===== src/rtl/updi_cmd_gen.sv =====
// UPDI command generator: frames SYNCH / REPEAT / ST|LD ptr++ / data bytes into 12-bit UART frames.
// Define UPDI_CG_ACK_EN to wait for a per-element ACK from the target during ST data.
module updi_cmd_gen #(
    parameter int REP_W  = 8,
    parameter int LEN_W  = REP_W + 3,
    parameter int ACK_TO = 1023
) (
    input  logic             i_clk,
    input  logic             i_rst,
    input  logic             i_start,
    input  logic             i_mode,
    input  logic [1:0]       i_size,
    input  logic [REP_W-1:0] i_repeat,
    input  logic [7:0]       i_data,
    input  logic             i_valid,
    output logic             o_ready,
    output logic [11:0]      o_data,
    output logic             o_valid,
    input  logic             i_ready,
    output logic             o_busy,
    output logic             o_done,
    output logic             o_err,
    output logic [LEN_W-1:0] o_rx_len,
    input  logic             i_ack_valid,
    input  logic             i_ack_ok
);

    // Handshakes: a byte moves on either side only in a cycle where its valid and ready are both high.
    typedef enum logic [2:0] {
        S_IDLE,
        S_SYNC,
        S_REP_OP,
        S_REP_CNT,
        S_INSTR,
        S_DATA,
        S_DONE
`ifdef UPDI_CG_ACK_EN
        , S_ACK_WAIT
`endif
    } state_t;

    function automatic logic [11:0] f_frame(input logic [7:0] b);
        return {2'b11, ^b, b, 1'b0};
    endfunction

    state_t           r_state;
    logic             r_mode;
    logic [1:0]       r_size;
    logic [REP_W-1:0] r_repeat;
    logic [11:0]      r_data;
    logic             r_valid;
    logic             r_done;
    logic             r_err;
    logic [LEN_W-1:0] r_rx_len;
    logic [LEN_W-1:0] r_byte_rem;

    logic [7:0]       w_instr;
    logic [7:0]       w_rep_byte;
    logic [LEN_W-1:0] w_elems;
    logic [LEN_W-1:0] w_len;
    logic             w_drain;
    logic             w_acc;
    logic             w_hs;

    assign w_instr    = {(r_mode ? 4'b0010 : 4'b0110), 2'b01, r_size};
    assign w_rep_byte = 8'(r_repeat);
    assign w_elems    = LEN_W'(r_repeat) + LEN_W'(1);
    assign w_len      = w_elems << r_size;
    assign w_drain    = !r_valid || i_ready;
    assign w_hs       = r_valid && i_ready;
    assign w_acc      = i_valid && o_ready;

`ifdef UPDI_CG_ACK_EN
    localparam int TO_W = $clog2(ACK_TO + 1);
    logic [TO_W-1:0] r_to;
    logic [2:0]      r_elem_rem;
    logic            r_elem_end;
    logic [2:0]      w_elem_bytes;

    assign w_elem_bytes = 3'd1 << r_size;
    // Once an element's last byte is in the register, hold off the application until the ACK.
    assign o_ready = (r_state == S_DATA) && w_drain && (r_byte_rem != '0) && !r_elem_end;
`else
    logic w_unused;

    assign w_unused = i_ack_valid ^ i_ack_ok ^ (ACK_TO == 0);
    assign o_ready  = (r_state == S_DATA) && w_drain && (r_byte_rem != '0);
`endif

    always_ff @(posedge i_clk) begin
        if (i_rst) begin
            r_state    <= S_IDLE;
            r_mode     <= 1'b0;
            r_size     <= 2'd0;
            r_repeat   <= '0;
            r_data     <= 12'd0;
            r_valid    <= 1'b0;
            r_done     <= 1'b0;
            r_err      <= 1'b0;
            r_rx_len   <= '0;
            r_byte_rem <= '0;
`ifdef UPDI_CG_ACK_EN
            r_to       <= '0;
            r_elem_rem <= 3'd0;
            r_elem_end <= 1'b0;
`endif
        end else begin
            r_done   <= 1'b0;
            r_err    <= 1'b0;
            r_rx_len <= '0;
            case (r_state)
                S_IDLE: begin
                    if (i_start) begin
                        if (i_size == 2'd3) begin
                            r_err <= 1'b1;
                        end else begin
                            r_mode   <= i_mode;
                            r_size   <= i_size;
                            r_repeat <= i_repeat;
                            r_data   <= f_frame(8'h55);
                            r_valid  <= 1'b1;
                            r_state  <= S_SYNC;
                        end
                    end
                end
                S_SYNC: begin
                    if (w_hs) begin
                        if (r_repeat == '0) begin
                            r_data  <= f_frame(w_instr);
                            r_state <= S_INSTR;
                        end else begin
                            r_data  <= f_frame(8'hA0);
                            r_state <= S_REP_OP;
                        end
                    end
                end
                S_REP_OP: begin
                    if (w_hs) begin
                        r_data  <= f_frame(w_rep_byte);
                        r_state <= S_REP_CNT;
                    end
                end
                S_REP_CNT: begin
                    if (w_hs) begin
                        r_data  <= f_frame(w_instr);
                        r_state <= S_INSTR;
                    end
                end
                S_INSTR: begin
                    if (w_hs) begin
                        r_valid <= 1'b0;
                        if (r_mode) begin
                            r_state  <= S_DONE;
                            r_done   <= 1'b1;
                            r_rx_len <= w_len;
                        end else begin
                            r_state    <= S_DATA;
                            r_byte_rem <= w_len;
`ifdef UPDI_CG_ACK_EN
                            r_elem_rem <= w_elem_bytes;
                            r_elem_end <= 1'b0;
`endif
                        end
                    end
                end
                S_DATA: begin
                    if (w_acc) begin
                        r_data     <= f_frame(i_data);
                        r_valid    <= 1'b1;
                        r_byte_rem <= r_byte_rem - LEN_W'(1);
`ifdef UPDI_CG_ACK_EN
                        r_elem_rem <= r_elem_rem - 3'd1;
                        if (r_elem_rem == 3'd1) begin
                            r_elem_end <= 1'b1;
                        end
`endif
                    end else if (w_hs) begin
                        r_valid <= 1'b0;
`ifdef UPDI_CG_ACK_EN
                        if (r_elem_end) begin
                            r_elem_end <= 1'b0;
                            r_to       <= '0;
                            r_state    <= S_ACK_WAIT;
                        end
`else
                        if (r_byte_rem == '0) begin
                            r_state <= S_DONE;
                            r_done  <= 1'b1;
                        end
`endif
                    end
                end
`ifdef UPDI_CG_ACK_EN
                S_ACK_WAIT: begin
                    if (i_ack_valid && i_ack_ok) begin
                        r_elem_rem <= w_elem_bytes;
                        if (r_byte_rem == '0) begin
                            r_state <= S_DONE;
                            r_done  <= 1'b1;
                        end else begin
                            r_state <= S_DATA;
                        end
                    end else if (i_ack_valid || (r_to == TO_W'(ACK_TO - 1))) begin
                        r_err   <= 1'b1;
                        r_state <= S_IDLE;
                    end else begin
                        r_to <= r_to + TO_W'(1);
                    end
                end
`endif
                S_DONE: begin
                    r_state <= S_IDLE;
                end
                default: begin
                    r_state <= S_IDLE;
                end
            endcase
        end
    end

    assign o_data   = r_data;
    assign o_valid  = r_valid;
    assign o_done   = r_done;
    assign o_err    = r_err;
    assign o_rx_len = r_rx_len;
    assign o_busy   = (r_state != S_IDLE);

endmodule


===== config.mk =====
export PLATFORM = sky130hd
export DESIGN_NAME = updi_cmd_gen
export DESIGN_NICKNAME = d
export VERILOG_FILES = /design/src/rtl/updi_cmd_gen.sv
export SDC_FILE = /design/constraint.sdc
export NUM_CORES = 1
export LEC_CHECK = 0
export CORE_ASPECT_RATIO = 0.7
export CORE_MARGIN = 1.5
export CORE_UTILIZATION = 45
export CTS_CLUSTER_DIAMETER = 40
export CTS_CLUSTER_SIZE = 14
export DETAILED_ROUTE_END_ITERATION = 6
export GPL_TIMING_DRIVEN = 0
export PLACE_DENSITY = 0.75
export SLEW_MARGIN = 0
export SYNTH_ARGS = -nofsm -noshare
export SYNTH_HDL_FRONTEND = slang
export SYNTH_SLANG_ARGS = --single-unit

===== constraint.sdc =====
create_clock -name i_clk -period 3.4 [get_ports i_clk]
set_input_delay 0.68 -clock i_clk [delete_from_list [all_inputs] [get_ports i_clk]]
set_output_delay 0.68 -clock i_clk [all_outputs]
set_load 0.01 [all_outputs]

==> key figures, run 1 <==
Routing
  – Via count: 3084
  – Starting DRT DRC Count: 239
  – DR WL met2: 3.71 mm
  – Routed Antenna Nets: 0
  – DRT Pass-1 Iters: 7
  – Metal-1 WL: 4.09 mm
  – Top Metal Used: met4
  – Via density: 6.02
  – DRC viols: 0
  – WL per Instance: 16.8 um
  – WL met3: 739 um
  – Final wirelength: 8.61 mm

STA
  – Minimum clock period: 3.26 ns
  – Hold slack: 0.492 ns
  – Sum Neg Setup Slack: 0 ns
  – Worst-margin pin slew: 0.658 ns
  – Final setup fails: 0
  – Unrepaired setup endpoints after global routing: false
  – Maximum operating frequency: 0.306 GHz
  – Max-slew violation count: 0
  – Final period util: 96.0%
  – Clock Skew: 0.00925 ns
  – Relative slew slack: 56.1%
  – Hold Vio Cnt, Final: 0

Clocking
  – Hold buffer count at CTS: 0
  – H-Tree Depth: 2
  – CTS Sinks: 49
  – TritonCTS clock tree: done
  – Clk_lat worst skew: 0.31 ns
  – CTS Buf Count: 5
  – Clock transition time at the flip-flop clock pins of the worst setup and hold paths: 0.10 ns
  – Max clock buf depth: 2
  – Clock root buffer master: clkbuf_8

Synthesis
  – Most common cell in the synthesized netlist: dfxtp_1
  – Flops & latches, synth: 49
  – Most frequent cells after synthesis: dfxtp_1 (49), nand2_1 (40), a21oi_1 (36)
  – Distinct cells, synth: 64
  – Avg Cell Area, Syn: 7.92 um^2
  – YS warnings: 0
  – Syn nets: 412
  – Synthesized instance count: 377
  – Asr flop ratio synth: 0%
  – Top cells by area, synth: dfxtp_1 (33%), a21oi_1 (6.0%), nand2_1 (5.0%), nor2_1 (4.0%), xnor2_1 (3.8%)
  – Synth top area share: 32.9%
  – Post-synthesis sequential area ratio: 32.9%
  – EDFF count, synth: 0
  – Synthesized cell area: 0.00299 mm^2
  – Area leader, netlist: dfxtp_1
  – Synth Flop Type: dfxtp_1

Layout
  – Share of layout cells above drive strength 1: 7.83%
  – Nets: 468
  – Final instance area: 0.00370 mm^2
  – Antenna diodes: 0
  – Final core area utilization: 58.7%
  – Area growth syn-to-layout: 23.9%

Die
  – IO Count: 54
  – FP Rows: 24
  – Full die area: 0.00714 mm^2
  – DIE WIDTH: 100 um
  – Area of the core: 0.00631 mm^2
  – Initial Util: 47.3%
  – Die Y: 71.1 um

Worst setup path
  – Family with the most delay on the worst path: simple AND/OR/NAND/NOR gates
  – Arrival @ worst endpoint: 2.58 ns
  – Worst Path Required: 2.72 ns
  – Max stage delay on crit path: 0.48 ns
  – Worst setup EP type: output port
  – Critical path class: register to output port
  – Worst-path cell chain: inv_1 -> ha_1 -> or3b_1 -> clkbuf_1 -> or3_4 -> and3_1 -> clkdlybuf4s50_1
  – WP buf/inv: 3
  – Critical path fanouts, max: 8
  – Crit start category: register
  – Slowest CP cell: or3_4

Global routing
  – Vias in the first global route: 2870
  – Initial antenna violation count: 0
  – First-pass GRT wire length: 14.3 mm
  – GRT Total Usage: 25.2%
  – Largest net degree at the start of global routing: 16
  – GR Overflow Total: 0

Run status
  – Status: complete, no violations

Power and ir drop
  – Worst vdd ir: 0.298 mV
  – Leak: 1.31 nW
  – PwrDens: 539 mW/mm^2

Place
  – Dpl cell area: 0.00357 mm^2
  – HPWL after DPL: 6.43 mm
  – GP Congestion: 0.911
  – I/O Buffers: 49

Flow run
  – Number of max-cap violations: 0

Min path
  – HP Class: register to register
-- worst register-to-register path, delay by kind of cell, from the launching register on --
family	cells	cell delay, ns
flip-flops	1	0.41
buffers and inverters	2	0.40
AND/OR/NAND/NOR	4	1.16
adder cells (fa/ha/maj)	1	0.21
AO/OA/AOI/OAI	1	0.08
-- through the flow --
stage	cells	setup slack (ns)	total power (W)
after global placement	504	0.451	0.00152
after CTS	512	0.0870	0.00198
after floorplan	377	1.07	0.00126
after global routing	512	0.0265	0.00210
final	512	0.137	0.00199
after detailed placement	504	0.441	0.00153
-- cell usage in the layout, fill, tap and decap left out, drive strengths merged, types with 3 or more instances in the layout --
master	count
nand2	40
and3	3
nor2b	4
nor4	5
o21ai	13
nand3	9
or3	10
a311oi	3
nor2	32
xnor2	13
or4	6
a211oi	10
mux2	3
nand2b	8
buf	11
dfxtp	49
mux2i	3
o221ai	5
nor3	8
a21oi	36
clkbuf	27
o211ai	7
or2	3
o22ai	5
nand4	6
inv	17
xor2	3
o21a	3
clkdlybuf4s50	49
ha	9
-- flip-flops by register name, indices dropped and copies added, names as in the netlist, 2 cells and up --
name and cells:
o_rx_len 11, r_byte_rem 11, o_data 10, r_repeat 8, r_state 3, r_size 2
-- per-layer routing --
layer  vias up  global-route usage, %
li1       1479                      -
met1      1435                   36.8
met2       160                   37.9
met3        10                   5.63
met4         0                   5.63
met5         -                      0
-- timing repair --
action,4_1_cts,5_1_grt
hold endpoints to repair,0,0
gates resized for setup,0,1
setup buffers,0,0
setup endpoints to repair,0,1
-- power by group --
group / switching (W) / total (W) / internal (W) / leakage (nW)
Sequential: 0.0000582 / 0.000701 / 0.000643 / 0.398
Clock: 0.000211 / 0.000451 / 0.000240 / 0.0574
Combinational: 0.000465 / 0.000843 / 0.000377 / 0.858
-- cell families after synthesis --
| family | count (synthesis) | share of synthesized area, % |
|---|---|---|
| compound gates | 105 | 24.9 |
| xor+xnor | 16 | 4.69 |
| flops | 49 | 32.9 |
| other cells | 1 | 0.126 |
| simple gates | 142 | 24.4 |
| buf+inv | 49 | 7.12 |
| fa+ha+maj | 9 | 3.77 |
| mux | 6 | 2.14 |
-- final cells by class --
cell class,instances,area (um^2)
Inverter,17,63.8
Fill cell,563,2610
Clock inverter,2,37.5
Multi-Input combinational cell,279,1800
Buffer,32,149
Tap cell,78,97.6
Timing Repair Buffer,49,490
Sequential cell,49,981
Clock buffer,6,82.6
-- final timing paths --
kind                         startpoint                         end  slack, ns  cells after the start
min              o_data[3]$_SDFFE_PP0P_      o_data[3]$_SDFFE_PP0P_       0.49                      2
max reg2reg  r_byte_rem[0]$_SDFFE_PP0P_  r_byte_rem[5]$_SDFFE_PP0P_       1.08                      8
max          r_byte_rem[0]$_SDFFE_PP0P_                     o_ready       0.14                      7
min reg2reg      o_data[3]$_SDFFE_PP0P_      o_data[3]$_SDFFE_PP0P_       0.49                      2
Note: power is estimated with default switching activity, not from simulation.
==> run 2: changes to the inputs <==
--- a/config.mk
+++ b/config.mk
@@ -12,7 +12,7 @@
 export CTS_CLUSTER_SIZE = 14
 export DETAILED_ROUTE_END_ITERATION = 6
 export GPL_TIMING_DRIVEN = 0
-export PLACE_DENSITY = 0.75
+export PLACE_DENSITY = 0.76
 export SLEW_MARGIN = 0
 export SYNTH_ARGS = -nofsm -noshare
 export SYNTH_HDL_FRONTEND = slang
==> run 2 against run 1 <==
Net effect: non-clock buffer count stayed put; first-iteration DRC count is 5.9% higher; global-route usage is 0.70 points lower; clock-buffer cell count is 1 lower; cell count stayed put; critical endpoint unchanged; largest power group unchanged.
==> key figures, run 2 (synthesized netlist as in run 1, its figures left out) <==
Layout
  – Nets: 468
  – Most frequent cells in the layout: clkdlybuf4s50_1 (49), dfxtp_1 (49), nand2_1 (40)
  – Antenna diodes: 0
  – Filler cell count: 583
  – Area growth syn-to-layout: 23.7%
  – Multi-input gate area: 0.00180 mm^2
  – Share of layout cells above drive strength 1: 7.83%
  – Reg area: 981 um^2
  – Final core area utilization: 58.6%

Worst setup path
  – Family with the most delay on the worst path: simple AND/OR/NAND/NOR gates
  – WP buf/inv: 3
  – Critical path fanouts, max: 8
  – Max stage delay on crit path: 0.49 ns
  – Slowest CP cell: or3_4
  – Cells on worst reg2reg path: 8
  – R2R setup slack: 1.04 ns
  – Arrival @ worst endpoint: 2.57 ns
  – Critical path class: register to output port
  – Crit start category: register
  – Worst r2r dst: r_byte_rem[2]$_SDFFE_PP0P_
  – Worst setup EP type: output port
  – Worst Path Required: 2.72 ns
  – FF-to-FF Start: r_repeat[0]$_SDFFE_PP0P_
  – Worst-path cell chain: inv_1 -> ha_1 -> or3b_1 -> clkbuf_1 -> or3_4 -> and3_1 -> clkdlybuf4s50_1

Die
  – IO Count: 54
  – Initial Util: 47.3%
  – FP Rows: 24
  – Area of the core: 0.00631 mm^2
  – Full die area: 0.00714 mm^2
  – Die Y: 71.1 um
  – DIE WIDTH: 100 um

Power and ir drop
  – Worst vdd ir: 0.272 mV
  – Leak: 1.31 nW
  – PwrDens: 538 mW/mm^2

Routing
  – DRT Pass-1 Iters: 5
  – Routed Antenna Nets: 0
  – WL per Instance: 16.8 um
  – Starting DRT DRC Count: 253
  – Via count: 3088
  – DRC viols: 0
  – Final wirelength: 8.61 mm
  – Via density: 6.03

STA
  – Final setup fails: 0
  – Worst-margin pin slew: 0.636 ns
  – Hold Vio Cnt, Final: 0
  – Sum Neg Setup Slack: 0 ns
  – Maximum operating frequency: 0.307 GHz
  – Relative slew slack: 57.6%
  – Max-slew violation count: 0
  – Final period util: 95.7%
  – Clock Skew: 0.00635 ns
  – Unrepaired setup endpoints after global routing: false
  – Hold slack: 0.492 ns
  – Minimum clock period: 3.25 ns

Min path
  – HP Class: register to register
  – Hold EP: o_data[5]$_SDFFE_PP0P_
  – Worst Hold Depth: 2
  – Hold path startpoint: o_data[5]$_SDFFE_PP0P_

Global routing
  – GR Overflow Total: 0
  – First-pass GRT wire length: 13.9 mm
  – Vias in the first global route: 2866
  – Largest net degree at the start of global routing: 17
  – GRT Total Usage: 24.5%
  – Initial antenna violation count: 0

Clocking
  – Clock root buffer master: clkbuf_8
  – TritonCTS clock tree: done
  – CTS Buf Count: 5
  – CTS Sinks: 49
  – Clock transition time at the flip-flop clock pins of the worst setup and hold paths: 0.10 ns
  – Max clock buf depth: 2
  – Clk_lat worst skew: 0.32 ns
  – Hold buffer count at CTS: 0
  – H-Tree Depth: 2

Flow run
  – Number of max-cap violations: 0

Place
  – HPWL after DPL: 6.38 mm
  – I/O Buffers: 49
  – GP Congestion: 0.943

Run status
  – Status: complete, no violations
run 2: cell count changes in the layout (fill, tap and decap cells not counted):
cell / change
clkinv_4: +1
clkbuf_8: -1
run 2: how the worst max path moves through the flow:
stage / startpoint / to / slack, ns / cells after the start
after global routing: r_byte_rem[0]$_SDFFE_PP0P_ / o_ready / 0.06 / 7
after detailed placement: r_byte_rem[0]$_SDFFE_PP0P_ / o_ready / 0.45 / 7
final: r_byte_rem[0]$_SDFFE_PP0P_ / o_ready / 0.15 / 7
after floorplan: r_byte_rem[0]$_SDFFE_PP0P_ / o_ready / 1.07 / 6
after global placement: r_byte_rem[0]$_SDFFE_PP0P_ / o_ready / 0.45 / 7
after CTS: r_byte_rem[0]$_SDFFE_PP0P_ / o_ready / 0.1 / 7
run 2: per-stage QoR:
stage / cells / power [W] / instance area, um^2 / setup WS (ns)
3_5_place_dp: 504 / 0.00153 / 3570 / 0.454
3_3_place_gp: 504 / 0.00152 / 3570 / 0.452
2_1_floorplan: 377 / 0.00126 / 2990 / 1.07
4_1_cts: 512 / 0.00198 / 3690 / 0.0958
6_report: 512 / 0.00199 / 3690 / 0.147
5_1_grt: 512 / 0.00209 / 3690 / 0.0557
run 2: routing by layer:
layer	track usage, %	up-vias	wire (um)
met5	0	-	0
met4	6.73	0	106
met3	6.82	18	851
met2	36.7	161	3670
met1	34.6	1433	3990
li1	-	1476	-
run 2: worst register-to-register path, stage by stage (launching register included):
cell and delay, ns:
dfxtp_1 0.34, clkbuf_1 0.33, inv_1 0.21, ha_1 0.41, and3b_1 0.19, a211oi_1 0.40, nor2_1 0.10, o21ai_0 0.18
a21oi_1 0.08
run 2: where the power goes:
part / switching, W / internal [W] / total (W)
Sequential: 0.0000572 / 0.000643 / 0.000700
Combinational: 0.000466 / 0.000378 / 0.000843
Clock: 0.000224 / 0.000221 / 0.000445
Total: 0.000747 / 0.00124 / 0.00199
run 2: layout make-up:
cell class                 instances  area share, %
multi-input combinational        279           48.6
sequential                        49           26.6
timing repair buffer              49           13.3
buffer                            32           4.03
tap                               78           2.64
clock buffer                       5           1.86
inverter                          17           1.73
clock inverter                     3           1.25
run 2: what timing repair did:
action / in CTS / in global routing
setup endpoints to repair: 0 / 1
gates resized for setup: 0 / 1
endpoints found under the hold margin: 0 / 0
buffers inserted: 0 / 0
==> run 3: changes to the inputs <==
--- a/config.mk
+++ b/config.mk
@@ -7,12 +7,12 @@
 export LEC_CHECK = 0
 export CORE_ASPECT_RATIO = 0.7
 export CORE_MARGIN = 1.5
-export CORE_UTILIZATION = 45
+export CORE_UTILIZATION = 55
 export CTS_CLUSTER_DIAMETER = 40
 export CTS_CLUSTER_SIZE = 14
 export DETAILED_ROUTE_END_ITERATION = 6
 export GPL_TIMING_DRIVEN = 0
-export PLACE_DENSITY = 0.76
+export PLACE_DENSITY = 0.89
 export SLEW_MARGIN = 0
 export SYNTH_ARGS = -nofsm -noshare
 export SYNTH_HDL_FRONTEND = slang
==> run 3 against run 2 <==
Net effect: global-route usage up 5.5 points; routed wire length shrank 0.65%; clock skew about the same; via count rose by 1.5%; largest power group unchanged; cell count shrank 1.2%; core utilization rose by 12 points; first-iteration DRC count increased by 76%; die area fell by 18%; sequential power barely moved; total power increased by 2.6%; hold slack about the same; clock power grew 11%.
==> key figures, run 3 (synthesized netlist as in run 1, its figures left out) <==
Run status
  – Status: complete, no violations

Power and ir drop
  – Comb pwr share: 41.5%
  – Worst vdd ir: 0.347 mV
  – Switching power as a share of total power: 35.7%
  – Power share of the clock group: 24.2%
  – Tot Pwr: 0.00204 W
  – Seq pwr share: 34.4%
  – PwrDens: 551 mW/mm^2
  – Net Sw Power: 0.000728 W
  – Internal: 0.00131 W
  – Leak: 1.33 nW

Layout
  – Antenna diodes: 0
  – Area growth syn-to-layout: 23.9%
  – Reg area: 981 um^2
  – Share of layout cells above drive strength 1: 7.60%
  – Final instance area: 0.00370 mm^2
  – Nets: 468
  – Filler cell count: 436
  – Most frequent cells in the layout: clkdlybuf4s50_1 (49), dfxtp_1 (49), nand2_1 (40)
  – Multi-input gate area: 0.00179 mm^2

Die
  – DIE WIDTH: 91.1 um
  – FP Rows: 22
  – IO Count: 54
  – Die Y: 64.6 um
  – Area of the core: 0.00523 mm^2
  – Initial Util: 57.1%
  – Full die area: 0.00589 mm^2

Clocking
  – Setup Buffers After CTS: 0
  – H-Tree Depth: 2
  – Cts repair resizes: 0
  – TritonCTS clock tree: done
  – Clock root buffer master: clkbuf_8
  – Max clock buf depth: 2
  – Clk_lat worst skew: 0.31 ns
  – CTS Sinks: 49
  – Hold buffer count at CTS: 0
  – Clock transition time at the flip-flop clock pins of the worst setup and hold paths: 0.09 ns
  – CTS Buf Count: 5

Worst setup path
  – Critical path fanouts, max: 8
  – Critical path class: register to output port
  – Worst setup EP type: output port
  – Arrival @ worst endpoint: 2.60 ns
  – Worst Path Required: 2.72 ns
  – Crit start category: register

Routing
  – Final wirelength: 8.56 mm
  – Via density: 6.19
  – Starting DRT DRC Count: 445
  – Routed Antenna Nets: 0
  – DRC viols: 0
  – WL per Instance: 16.9 um
  – Via count: 3133
  – DRT Pass-1 Iters: 5

Place
  – I/O Buffers: 49
  – GP Congestion: 0.928
  – Dpl cell area: 0.00357 mm^2
  – HPWL after DPL: 6.27 mm

STA
  – Hold Vio Cnt, Final: 0
  – Clock Skew: 0.00618 ns
  – Worst-margin pin slew: 0.634 ns
  – Hold slack: 0.492 ns
  – Relative slew slack: 57.8%
  – Final period util: 96.5%
  – Final setup fails: 0
  – Unrepaired setup endpoints after global routing: false
  – Sum Neg Setup Slack: 0 ns
  – Minimum clock period: 3.28 ns
  – Max-slew violation count: 0
  – Maximum operating frequency: 0.305 GHz

Global routing
  – GRT Total Usage: 30.0%
  – Vias in the first global route: 2818
  – Largest net degree at the start of global routing: 16
  – Initial antenna violation count: 0
  – First-pass GRT wire length: 14.1 mm
  – GR Overflow Total: 0

Min path
  – HP Class: register to register

Flow run
  – Number of max-cap violations: 0
## run 3: worst max-delay path, cell delays in order (launching register included)
cell and delay, ns:
dfxtp_1 0.35, inv_1 0.07, ha_1 0.15, or3b_1 0.34
clkbuf_1 0.21, or3_1 0.53, and3_1 0.19, clkdlybuf4s50_1 0.47
## run 3: area by class of cell
cell class | count | share of cell area, %
repair buffers | 49 | 13.3
well taps | 72 | 2.43
inverters | 17 | 1.72
multi-input cells | 279 | 48.4
clock buffers | 5 | 1.86
flip-flops and latches | 49 | 26.5
plain buffers | 32 | 4.02
clock inverters | 3 | 1.76
## run 3: per-layer routing
layer | global-route usage, % | up-vias | wire length, um
met5 | 0 | - | 0
met4 | 9.57 | 0 | 151
met3 | 5.87 | 23 | 902
met2 | 46.4 | 206 | 3710
met1 | 42.1 | 1432 | 3790
li1 | - | 1472 | -
## run 3: path summary, 6_finish.rpt
path | endpoint | depth (start not counted) | slack, ns | startpoint
worst min-delay path | o_data[3]$_SDFFE_PP0P_ | 2 | 0.49 | o_data[3]$_SDFFE_PP0P_
worst max register to register | r_byte_rem[2]$_SDFFE_PP0P_ | 8 | 1.07 | r_repeat[0]$_SDFFE_PP0P_
worst min register to register | o_data[3]$_SDFFE_PP0P_ | 2 | 0.49 | o_data[3]$_SDFFE_PP0P_
worst max-delay path | o_ready | 7 | 0.12 | r_byte_rem[0]$_SDFFE_PP0P_
## run 3: power by group through the flow
stage               combinational [W]  sequential, W  clock, W
detailed placement           0.000817       0.000711         0
floorplan                    0.000543       0.000715         0
global route                 0.000917       0.000709  0.000522
CTS                          0.000829       0.000699  0.000493
global placement             0.000805       0.000707         0
finish                       0.000846       0.000701  0.000493
## run 3: through the flow
step           std cells  worst slack (ns)  util, %
3_5_place_dp         498             0.494     68.2
5_1_grt              506            0.0191     70.7
2_1_floorplan        377              1.07        -
6_report             506             0.119     70.7
3_3_place_gp         498             0.484     68.2
4_1_cts              506             0.140     70.7
